### src/rtl/tree_node_dispatch.sv
// Fans one valid/ready request stream out to NUM_CHILD independent child FIFOs.
// Define TREE_NODE_BCAST_EN to make an all-ones in_dest a broadcast to every child.
`timescale 1ns/1ps
module tree_node_dispatch #(
    parameter int NUM_CHILD  = 5,
    parameter int DATA_W     = 32,
    parameter int FIFO_DEPTH = 4,
    localparam int DEST_W    = $clog2(NUM_CHILD + 1)
) (
    input  logic                          clk,
    input  logic                          rst,
    input  logic                          in_valid,
    output logic                          in_ready,
    input  logic [DEST_W-1:0]             in_dest,
    input  logic [DATA_W-1:0]             in_data,
    output logic [NUM_CHILD-1:0]          out_valid,
    input  logic [NUM_CHILD-1:0]          out_ready,
    output logic [NUM_CHILD*DATA_W-1:0]   out_data,
    output logic                          err_bad_dest,
    output logic [15:0]                   drop_cnt,
    output logic                          busy
);

    localparam int PTR_W = $clog2(FIFO_DEPTH);
    localparam int CNT_W = PTR_W + 1;

    logic [DATA_W-1:0]    mem        [NUM_CHILD][FIFO_DEPTH];
    logic [PTR_W-1:0]     wr_ptr     [NUM_CHILD];
    logic [PTR_W-1:0]     rd_ptr     [NUM_CHILD];
    logic [CNT_W-1:0]     count      [NUM_CHILD];
    logic [CNT_W-1:0]     count_next [NUM_CHILD];

    logic [NUM_CHILD-1:0] full;
    logic [NUM_CHILD-1:0] empty;
    logic [NUM_CHILD-1:0] push;
    logic [NUM_CHILD-1:0] pop;

    logic dest_valid;
    logic is_bcast;
    logic sel_full;
    logic handshake;
    logic drop;
    logic busy_next;

    // Fullness comes from registered occupancy only, so in_ready never sees out_ready.
    always_comb begin
        full  = '0;
        empty = '0;
        pop   = '0;
        for (int i = 0; i < NUM_CHILD; i++) begin
            full[i]  = (count[i] == CNT_W'(FIFO_DEPTH));
            empty[i] = (count[i] == '0);
            pop[i]   = !empty[i] && out_ready[i];
        end
    end

    always_comb begin
        dest_valid = (in_dest < DEST_W'(NUM_CHILD));
        sel_full   = 1'b0;
        for (int i = 0; i < NUM_CHILD; i++) begin
            if (in_dest == DEST_W'(i)) begin
                sel_full = full[i];
            end
        end
`ifdef TREE_NODE_BCAST_EN
        is_bcast = &in_dest;
        if (is_bcast) begin
            in_ready = ~|full;
        end else if (dest_valid) begin
            in_ready = !sel_full;
        end else begin
            in_ready = 1'b1;
        end
`else
        is_bcast = 1'b0;
        in_ready = dest_valid ? !sel_full : 1'b1;
`endif
        handshake = in_valid && in_ready && !rst;
        drop      = handshake && !dest_valid && !is_bcast;
        push      = '0;
        for (int i = 0; i < NUM_CHILD; i++) begin
            push[i] = handshake && (is_bcast || (in_dest == DEST_W'(i)));
        end
    end

    // Simultaneous push and pop leave occupancy unchanged.
    always_comb begin
        busy_next = 1'b0;
        for (int i = 0; i < NUM_CHILD; i++) begin
            count_next[i] = count[i];
            if (push[i] && !pop[i]) begin
                count_next[i] = count[i] + CNT_W'(1);
            end else if (!push[i] && pop[i]) begin
                count_next[i] = count[i] - CNT_W'(1);
            end
            if (count_next[i] != '0) begin
                busy_next = 1'b1;
            end
        end
    end

    always_ff @(posedge clk) begin
        if (rst) begin
            for (int i = 0; i < NUM_CHILD; i++) begin
                wr_ptr[i] <= '0;
                rd_ptr[i] <= '0;
                count[i]  <= '0;
            end
            err_bad_dest <= 1'b0;
            drop_cnt     <= '0;
            busy         <= 1'b0;
        end else begin
            for (int i = 0; i < NUM_CHILD; i++) begin
                if (push[i]) begin
                    wr_ptr[i] <= wr_ptr[i] + PTR_W'(1);
                end
                if (pop[i]) begin
                    rd_ptr[i] <= rd_ptr[i] + PTR_W'(1);
                end
                count[i] <= count_next[i];
            end
            err_bad_dest <= drop;
            if (drop && (drop_cnt != 16'hFFFF)) begin
                drop_cnt <= drop_cnt + 16'd1;
            end
            busy <= busy_next;
        end
    end

    // Storage carries no reset; validity is tracked entirely by the counters.
    always_ff @(posedge clk) begin
        for (int i = 0; i < NUM_CHILD; i++) begin
            if (push[i]) begin
                mem[i][wr_ptr[i]] <= in_data;
            end
        end
    end

    assign out_valid = ~empty;

    for (genvar g = 0; g < NUM_CHILD; g++) begin : g_out
        assign out_data[g*DATA_W +: DATA_W] = mem[g][rd_ptr[g]];
    end

endmodule
### config.mk
export PLATFORM = sky130hd
export DESIGN_NAME = tree_node_dispatch
export DESIGN_NICKNAME = d
export VERILOG_FILES = /design/src/rtl/tree_node_dispatch.sv
export SDC_FILE = /design/constraint.sdc
export NUM_CORES = 1
export LEC_CHECK = 0
export ABC_AREA = 1
export CAP_MARGIN = 20
export CORE_ASPECT_RATIO = 0.7
export CORE_UTILIZATION = 35
export DETAILED_ROUTE_END_ITERATION = 10
export GPL_TIMING_DRIVEN = 0
export PLACE_DENSITY = 0.54
export SLEW_MARGIN = 30
export SYNTH_ARGS = -nofsm -noshare
export SYNTH_HDL_FRONTEND = slang
export SYNTH_SLANG_ARGS = --single-unit
### constraint.sdc
create_clock -name clk -period 5.3 [get_ports clk]
set_clock_uncertainty 0.05 [all_clocks]
set_input_delay 0.795 -clock clk [delete_from_list [all_inputs] [get_ports clk]]
set_output_delay 0.795 -clock clk [all_outputs]
set_load 0.02 [all_outputs]
After elaboration in Yosys (flattened, before gate mapping). Memories as Yosys holds them, arrays and structs flattened. Cells that the tools add are included.

Bits in registers: 18. Bits in writable memories: 675. Bits of input ports: 43. Output and inout bits: 184. Logic and storage cells: 253. Memories: 4.

Add/subtract/negate cells: 21. Order comparisons: 16. Eq/ne operators: 10. Muxes and demuxes: 111. Bitwise operators: 26. Reductions and logical operators: 62.

Memories: mem (words 5, bits a word 128, read ports 5, clocked after Yosys merged registers in 0, wr ports 1, RTL line 27) `logic [DATA_W-1:0] mem [NUM_CHILD][FIFO_DEPTH];`; count (words 5, bits a word 3, read ports 5, clocked after Yosys merged registers in 0, wr ports 5, RTL line 30) `logic [CNT_W-1:0] count [NUM_CHILD];`; rd_ptr (words 5, bits a word 2, read ports 5, clocked after Yosys merged registers in 0, wr ports 5, RTL line 29) `logic [PTR_W-1:0] rd_ptr [NUM_CHILD];`; wr_ptr (words 5, bits a word 2, read ports 5, clocked after Yosys merged registers in 0, wr ports 5, RTL line 28) `logic [PTR_W-1:0] wr_ptr [NUM_CHILD];`.

Operators with widths (number): 2-to-1 mux 128 bit (13); OR reduction 128 bit (4); 2-to-1 mux 32 bit (15); binary-select mux 32 bit (select 2 bit) (5); demux 32 bit (select 2 bit) (5); 2-to-1 mux 3 bit (19); 2-to-1 mux 1 bit (44); greater-or-equal comparator 3 bit, second input constant (10); inverter 2 -> 3 bit (10); logical AND 1 bit (29); adder 2 x 1 -> 2 bit, second input constant (10); 2-to-1 mux 2 bit (10); equality test 3 bit, second input constant (6); zero test 1 bit (18); zero test 3 bit (6); adder 16 x 1 -> 16 bit, second input constant (1); != test 16 bit, second input constant (1); adder 3 x 1 -> 3 bit, second input constant (5); < comparator 3 x 1 -> 1 bit, second input constant (5); bitwise OR 1 bit (15); nonzero test 3 bit (5); subtractor 3 x 1 -> 3 bit, second input constant (5); equality test 3 x 2 -> 1 bit, second input constant (2); inverter 5 bit (1); 2 further kinds (2).

Longest topological paths before layout. Gate-level depths: netlist of run 1. An unclocked memory read counts as a cell.

Word-level depth: 22. Gate-level depth with buffers: 17. Mapped depth without buffers: 17.

Least setup slack after synthesis of run 1. No wires, ideal clock.

Path kind: input to register. From: input port in_valid. To: memory mem[0][512] in the netlist's numbering, enable pin. Setup time: 0.421 ns. Arrival time: 2.930 ns. Data required time: 4.829 ns. Slack: 1.898 ns. Stages: 4. Path buffers: 0. Cell sequence: inv_1 nor2_1 nand4_1 nor2_1.

Cells in the longest elaborated chain, start to end: 10. Elaborated cells on any way between the ends: 29. Classes of those cells: mux (18); reduce/logical (11).

RTL lines: start: declaration (RTL line 12) `input logic in_valid,`; logical AND 1 bit (*) (2 in series) (RTL line 78) `handshake = in_valid && in_ready && !rst;`; logical AND 1 bit (RTL line 82) `push[i] = handshake && (is_bcast || (in_dest == DEST_W'(i)));`; 2-to-1 mux 1 bit (RTL line 133) `if (push[i]) begin`; 2-to-1 mux 128 bit (implied by the code) (RTL line 134) `mem[i][wr_ptr[i]] <= in_data;`; OR reduction 128 bit (no line); 2-to-1 mux 3 bit (no line) or 2-to-1 mux 128 bit (tied branches) (4 in series); end: declaration (RTL line 27).

Mark *: on every way between the ends. The rest lies on a longest branch, timed or not.

==> run summary, run 1 <==
The flow ran to the end, and the final reports show no timing, DRC or antenna violations. The net switching power is 6.41 mW. TritonCTS built the clock tree. After layout, the design draws a total of 17.6 mW. The distinct cell type count of the synthesized netlist is 35. The source-to-sink clock delay at the later pin of the worst-skew pair came out at 0.62 ns.

Wires add up to 76.7 mm. The global placer's final weighted congestion came out at 0.816. The vias after detailed routing is 17.5k. For this run, design rule violations remaining after detail routing come to 0. The count of port buffers added during placement came out at 226. The number of buffers on the longest clock path came out at 3. Of all nets on the critical path, the largest fanout is 10. The area used by sequential logic in the layout is 20500 µm². The number of H-tree branching levels is 3. Of the cells placed in the final design, the portion with a size suffix greater than 1 is 0.0806. The part of the power in combinational logic came out at 0.371. The sequential area share after synthesis came out at 0.761.

The sum of overflow across all layers after global routing came out at 0. The sequential share of power came out at 0.354. The critical path in this run is classified as reg -> out. The worst slew margin relative to its limit came out at 0.521. The final worst setup slack is 1.04 ns.

The maximum ir drop on the vdd rail is 0.317 mV. The required time at the worst-slack endpoint came out at 4.45 ns. The Yosys step of the flow raised 0 warnings. Entering global routing, the biggest net connects 22 pins. Internal power comes to 11.2 mW. Averaged over all synthesized cells, the footprint is 13.3 µm². The startpoint kind of the worst setup timing path is a register. The leakage power total came out at 11.0 nW. In this run the most used layer during global routing was met2.

The via count of the first global-routing pass is 17.0k. The antenna violation net count after detailed routing is 0. The number of hold buffers added after CTS was 0.

The met1 usage came out at 0.279. The number of cells produced by synthesis came out at 2029. The transition time at the pin with the least slew margin is 0.716 ns. The post-layout net count is 2432. The met3 capacity usage during global routing came out at 0.0415.

Detailed placement ended at an HPWL of 50.0 mm. The post-route minimum period is 4.26 ns. The total setup buffers inserted after CTS came out at 0. The clock tree root buffer cell is clkbuf_16.

The power density over the cells came out at 530 nW/µm². The share of total power dissipated in the clock network is 0.275. The initial utilization of the core area, before any placement, comes to 0.356. The floorplan step set the die height to 234 µm. STA classifies the critical path endpoint as a primary output. The number of storage elements in the synthesis netlist came out at 693. The cell count after placement came out at 3271. The post-synth design cell area came out at 26900 µm². The count of clock tree sinks is 693.

The number of standard-cell rows in the floorplan came out at 84. The horizontal die dimension came out at 333 µm. The die outline area came out at 78000 µm². The multi-input combinational cell area came out at 5840 µm². The synthesized netlist net count is 2108.

Setup repair after global routing left no endpoint under its margin. The first routing iteration left 1621 violations. Setup violations remaining at the end of the flow were counted as 0.

After clock tree synthesis, the repair step resized 0 gates. The critical path arrival is 3.42 ns. The number of standard cells in the final layout excluding fillers is 3397. In the final routed layout, each cell accounts on average for 22.6 µm.

The final worst-path cycle share is 0.805. From synthesis to final layout, the design area changed by 23.7%. The utilization of the core after routing is 0.441. The number of ports placed on the die boundary came out at 227. The final number of max-transition violations came out at 0. The number of endpoints with negative hold slack in the final report came out at 0.

Across every metal layer, demand over resource in global routing totals 0.195. The via density per instance came out at 5.16. The register clock-pin slew on the reported worst setup and hold paths came out at 0.06 ns. The path class of the lowest-slack min-delay path is reg -> reg. The count of maximum capacitance violations is 0. The initial antenna violation count came out at 5. The number of buffers added by the clock tree synthesis step is 69. For this run, the top clock speed supported by timing is 234 MHz. The placeable core region came out at 75600 µm². The number of filler instances in the final layout is 6791. The global-route wire length before repair is 111 mm. The first-pass iteration count of the detailed router came out at 5. The post-place setup slack is 1.38 ns.

The switching part of the total came out at 0.363. The met2 demand-to-capacity share in global routing is 0.301.
-- placed cells by master, fill, tap and decap left out, types with 2 or more instances in the layout --
master and count:
nor3_1 8, clkdlybuf4s50_1 194, buf_6 2, xor2_1 9, nand3_1 24, nor3b_2 2
xnor2_1 6, nor3b_1 2, buf_16 21, clkbuf_16 70, diode_2 2, edfxtp_1 660
o22ai_1 160, nor4_1 3, ha_1 36, nand4_1 8, nor2_1 372, buf_8 4
buf_1 10, inv_6 5, clkinvlp_4 2, buf_2 31, clkinv_8 2, nor3_2 3
clkinv_1 19, bufinv_16 7, nand4_2 2, nand2_1 114, clkbuf_1 102, nor2_4 22
dfxtp_1 33, inv_1 91, clkinv_2 12, o21ai_0 325, a21oi_1 30
-- power by group through the flow --
stage | registers [mW] | logic [mW] | clock network, mW
2_1_floorplan | 6.32 | 3.40 | 0
3_3_place_gp | 6.36 | 6.52 | 0
3_5_place_dp | 6.36 | 6.59 | 0
4_1_cts | 6.24 | 6.62 | 4.96
5_1_grt | 6.26 | 7.07 | 5.14
6_report | 6.24 | 6.54 | 4.85
-- cell usage after synthesis, drive strengths merged --
cell / number / share of area
a41oi: 1 / 0.00033
nand3: 24 / 0.0045
edfxtp: 660 / 0.74
clkbuf: 94 / 0.013
o211ai: 1 / 0.00028
dfxtp: 33 / 0.025
nor3: 12 / 0.0032
nand3b: 1 / 0.00028
xnor2: 6 / 0.0020
xor2: 9 / 0.0029
a21oi: 31 / 0.0058
and3: 1 / 0.00023
o21ai: 326 / 0.061
buf: 11 / 0.0018
clkinv: 2 / 0.00028
ha: 36 / 0.017
or2: 2 / 0.00047
nor2: 395 / 0.056
nor3b: 4 / 0.0015
o22ai: 160 / 0.037
nand4: 10 / 0.0028
nor4: 3 / 0.00070
inv: 92 / 0.013
nand2: 115 / 0.016
-- sequential cells by signal, summed over array words and instances, names as in the netlist --
signal / cells
mem: 640
drop_cnt: 16
count: 15
rd_ptr: 10
wr_ptr: 10
busy: 1
err_bad_dest: 1
-- final cells by class --
cell class              instances  area share
multi-input cells            1137       0.175
clock inverters                46      0.0130
well taps                     989      0.0372
diodes                          2    0.000150
inverters                      94      0.0106
flip-flops and latches        693       0.615
plain buffers                 105      0.0121
repair buffers                253      0.0829
clock buffers                  78      0.0535
-- worst max-delay path: stages (launching register included) --
cell	delay (ns)
edfxtp_1	0.46
inv_1	0.12
clkbuf_1	0.36
clkbuf_1	0.50
nor2_1	0.08
o22ai_1	0.56
clkdlybuf4s50_1	0.73
-- cell families after synthesis --
group / after synthesis / synth area share
adders and majority gates: 36 / 0.0167
buffers and inverters: 199 / 0.0280
DFF: 693 / 0.761
and+or+nand+nor: 567 / 0.0855
AOI/OAI and AO/OA: 519 / 0.104
xor gates and xnor gates: 15 / 0.00488
-- metrics by stage --
stage,hold WS (ns),cell area (µm²),TNS [ns]
after detailed placement,0.409,31100,0
after global routing,0.425,33300,0
final,0.416,33300,0
after CTS,0.418,33300,0
after global placement,0.398,30400,-6.51
after floorplan,0.452,26900,0
-- worst paths after layout --
path | cells after the start | from | slack [ns] | end
max | 6 | rd_ptr[0][2]$_SDFFCE_PP0P_ | 1.04 | out_data[61]
min | 2 | drop_cnt[8]$_SDFFE_PP0P_ | 0.42 | drop_cnt[8]$_SDFFE_PP0P_
max reg2reg | 10 | count[0][6]$_SDFF_PP0_ | 2.20 | mem[0][614]$_DFFE_PP_
min reg2reg | 2 | drop_cnt[8]$_SDFFE_PP0P_ | 0.42 | drop_cnt[8]$_SDFFE_PP0P_
-- layer usage --
layer	wire, µm	up-vias
met3	6460	91
met4	1530	2
li1	-	8075
met1	34500	8762
met2	34200	602
met5	7	-
(Power assumes the default switching activity.)
==> run 2, diff against run 1 <==
PLACE_DENSITY = 0.56   (was 0.54)
clock period = 3.9 ns   (was 5.3 ns; I/O delays follow)
==> run 2 against run 1 <==
Sequential power rose by 36%; clock power rose by 29%; via count rose by 0.83%; largest cell class unchanged; critical endpoint is now out_data[98]; first-iteration DRC count rose by 5.4%; register-to-register slack got worse by 1.4 ns.
==> run summary, run 2 (synthesis gave the netlist of run 1 again) <==
The switching part of the total is 0.365 (was 0.363). The commonest non-fill, non-tap cell in the layout is edfxtp_1 (unchanged). The required time at the worst-slack endpoint is 3.26 ns (was 4.45 ns). The path class of the lowest-slack min-delay path is in -> reg (was reg -> reg).

The total internal power came to 15.0 mW (was 11.2 mW). The clock period could shrink to 3.85 ns. The global-route wire length before repair came out at 110 mm (was 111 mm). The delay of the slowest critical-path stage was 0.71 ns (was 0.73 ns). The most numerous cell on the critical path was clkbuf_1 (unchanged). In the finished design, the share of the clock period the worst path needs comes to 0.987.

The clock tree from TritonCTS is yes (unchanged). The clock tree root buffer cell was clkbuf_16 (unchanged). The maximum ir drop on the vdd rail came out at 0.442 mV (was 0.317 mV). The sum of overflow across all layers after global routing is 0 (unchanged). The cell count after placement is 3272 (was 3271). The worst setup path category is reg -> out (unchanged). The vias after detailed routing is 17.7k (was 17.5k). The maximum fanout along the worst path is 10 (unchanged).

The horizontal die dimension was 333 µm (unchanged). The register clock-pin slew on the reported worst setup and hold paths is 0.06 ns (about the same). The count of maximum capacitance violations came out at 0 (unchanged). The source-to-sink clock delay at the later pin of the worst-skew pair was 0.63 ns (was 0.62 ns). The hold slack was 0.434 ns (was 0.416 ns).

The number of buffers on the longest clock path came to 3 (unchanged). The number of ports placed on the die boundary is 227 (unchanged). The via density per instance came out at 5.21 (was 5.16). The leakage power total is 11.0 nW (about the same).

The post-detailed-routing wire length came out at 76.3 mm (was 76.7 mm). The count of port buffers added during placement came out at 226 (unchanged). The number of buffers added by the clock tree synthesis step is 68 (was 69).

The placeable core region came to 75600 µm² (unchanged). Cell-by-cell listing of the critical path: clkbuf_1, clkbuf_1, nor2_1, o22ai_1, clkdlybuf4s50_1 (was inv_1, clkbuf_1, clkbuf_1, nor2_1, o22ai_1, clkdlybuf4s50_1). The clock network power share came out at 0.265 (was 0.275). The critical path arrival was 3.21 ns (was 3.42 ns). Setup repair after global routing missed its margin: false (unchanged). The layout-stage area growth over the synthesis result is 23.4% (was 23.7%). The fraction of final layout cells with drive strength greater than 1 was 0.0858 (was 0.0806). The number of filler instances in the final layout came out at 6803 (was 6791). Run status: finished clean (unchanged). The initial antenna violation count came out at 5 (unchanged). The post-layout net count is 2432 (unchanged). The sequential share of power came out at 0.358 (was 0.354).

The number of DRC markers after the initial detailed-route iteration is 1708 (was 1621). The final number of setup-violating endpoints is 0 (unchanged). The dominant delay contributor by cell family on the critical path was buffers and inverters (unchanged). The startpoint kind of the worst setup timing path was a register (unchanged).

The starting density of the core came to 0.356 (unchanged). Commonest non-fill, non-tap cells in the layout: 660 x edfxtp_1, 372 x nor2_1, 325 x o21ai_0 (unchanged). The power density over the cells is 713 nW/µm² (was 530 nW/µm²). The pin count of the biggest net entering global routing is 22 (unchanged). The antenna violation net count after detailed routing is 0 (unchanged). The achievable frequency is 260 MHz. The number of buffers added to fix hold violations after cts is 0 (unchanged). The global placer's final weighted congestion is 0.837 (was 0.816). The number of standard cells in the final layout excluding fillers is 3392 (was 3397). The overall routing resource usage came out at 0.194 (was 0.195).

The final number of max-transition violations came out at 0 (unchanged). The detailed-placement wirelength estimate is 50.2 mm (was 50.0 mm). The part of the power in combinational logic is 0.377 (was 0.371). The average wire length per cell after detail routing was 22.5 µm (was 22.6 µm). The number of standard-cell rows in the floorplan came to 84 (unchanged). The number of endpoints with negative hold slack in the final report is 0 (unchanged).

The DRC violations left is 0 (unchanged). The transition time at the pin with the least slew margin came out at 0.714 ns (was 0.716 ns). The buffer and inverter count on the worst path came out at 3 (was 4). The height of the die came out at 234 µm (unchanged). The slowest stage cell on the critical path is clkdlybuf4s50_1 (unchanged). The die outline area was 78000 µm² (unchanged). The first-pass iteration count of the detailed router is 7 (was 5). The kind of capture point of the worst setup path was a primary output (unchanged).

The worst slew margin relative to its limit is 0.522 (was 0.521). The number of H-tree branching levels is 3 (unchanged). The count of clock tree sinks came out at 693 (unchanged).

The net switching power came to 8.66 mW (was 6.41 mW). The flip-flop count of the largest register after layout came out at 640 (unchanged). The via count of the first global-routing pass came to 16.9k (was 17.0k).
-- run 2: path summary, 6_finish.rpt --
path / start / to / slack (ns) / cells past startpoint
worst min-delay path: in_data[9] / mem[0][457]$_DFFE_PP_ / 0.43 / 1
worst max-delay path: rd_ptr[0][6]$_SDFFCE_PP0P_ / out_data[98] / 0.05 / 5
worst max register to register: count[0][0]$_SDFF_PP0_ / mem[0][286]$_DFFE_PP_ / 0.80 / 11
worst min register to register: drop_cnt[14]$_SDFFE_PP0P_ / drop_cnt[14]$_SDFFE_PP0P_ / 0.44 / 2
-- run 2: what timing repair did --
action	CTS	global route
resized for setup	4	30
buffers inserted	0	0
setup endpoints to repair	6	33
-- run 2: worst register-to-register path: stages, from the launching register on --
cell and delay [ns]:
dfxtp_1 0.37, inv_1 0.09, ha_1 0.22, nand2_1 0.07, inv_1 0.05, nand3_1 0.09, nand2_2 0.10, nor2_4 0.17
nand4_1 0.53, nor2_4 0.67, buf_16 0.22, buf_8 0.17
-- run 2: area by class of cell --
class | count | area, µm² | area share
sequential | 693 | 20500 | 0.616
clock inverter | 36 | 298 | 0.00896
inverter | 94 | 353 | 0.0106
timing repair buffer | 254 | 2780 | 0.0838
antenna | 2 | 5.00 | 0.000151
clock buffer | 82 | 1780 | 0.0534
tap | 989 | 1240 | 0.0372
buffer | 105 | 423 | 0.0127
multi-input combinational | 1137 | 5870 | 0.177
-- run 2: layer usage --
metal | up-vias | wire [µm] | GRT usage
met3 | 96 | 6150 | 0.0408
li1 | 8062 | - | -
met2 | 683 | 34800 | 0.303
met4 | 0 | 1710 | 0.0536
met1 | 8836 | 33700 | 0.273
met5 | - | 0 | 0
-- run 2: through the flow --
stage               instance area [µm²]  power, mW  utilization  setup WS [ns]  TNS, ns
global route                      33200       24.8        0.440        0.00214        0
CTS                               33200       23.9        0.440         0.0122        0
global placement                  30400       17.5        0.403          -1.34  -717.27
finish                            33200       23.7        0.440         0.0501        0
floorplan                         26900       13.2            -          0.708        0
detailed placement                31200       17.6        0.412          0.196        0
-- run 2: power groups by stage --
stage / logic (mW) / clock network (mW) / registers, mW
finish: 8.94 / 6.28 / 8.47
detailed placement: 8.96 / 0 / 8.63
global route: 9.65 / 6.69 / 8.49
global placement: 8.84 / 0 / 8.63
CTS: 9.01 / 6.40 / 8.47
floorplan: 4.62 / 0 / 8.59
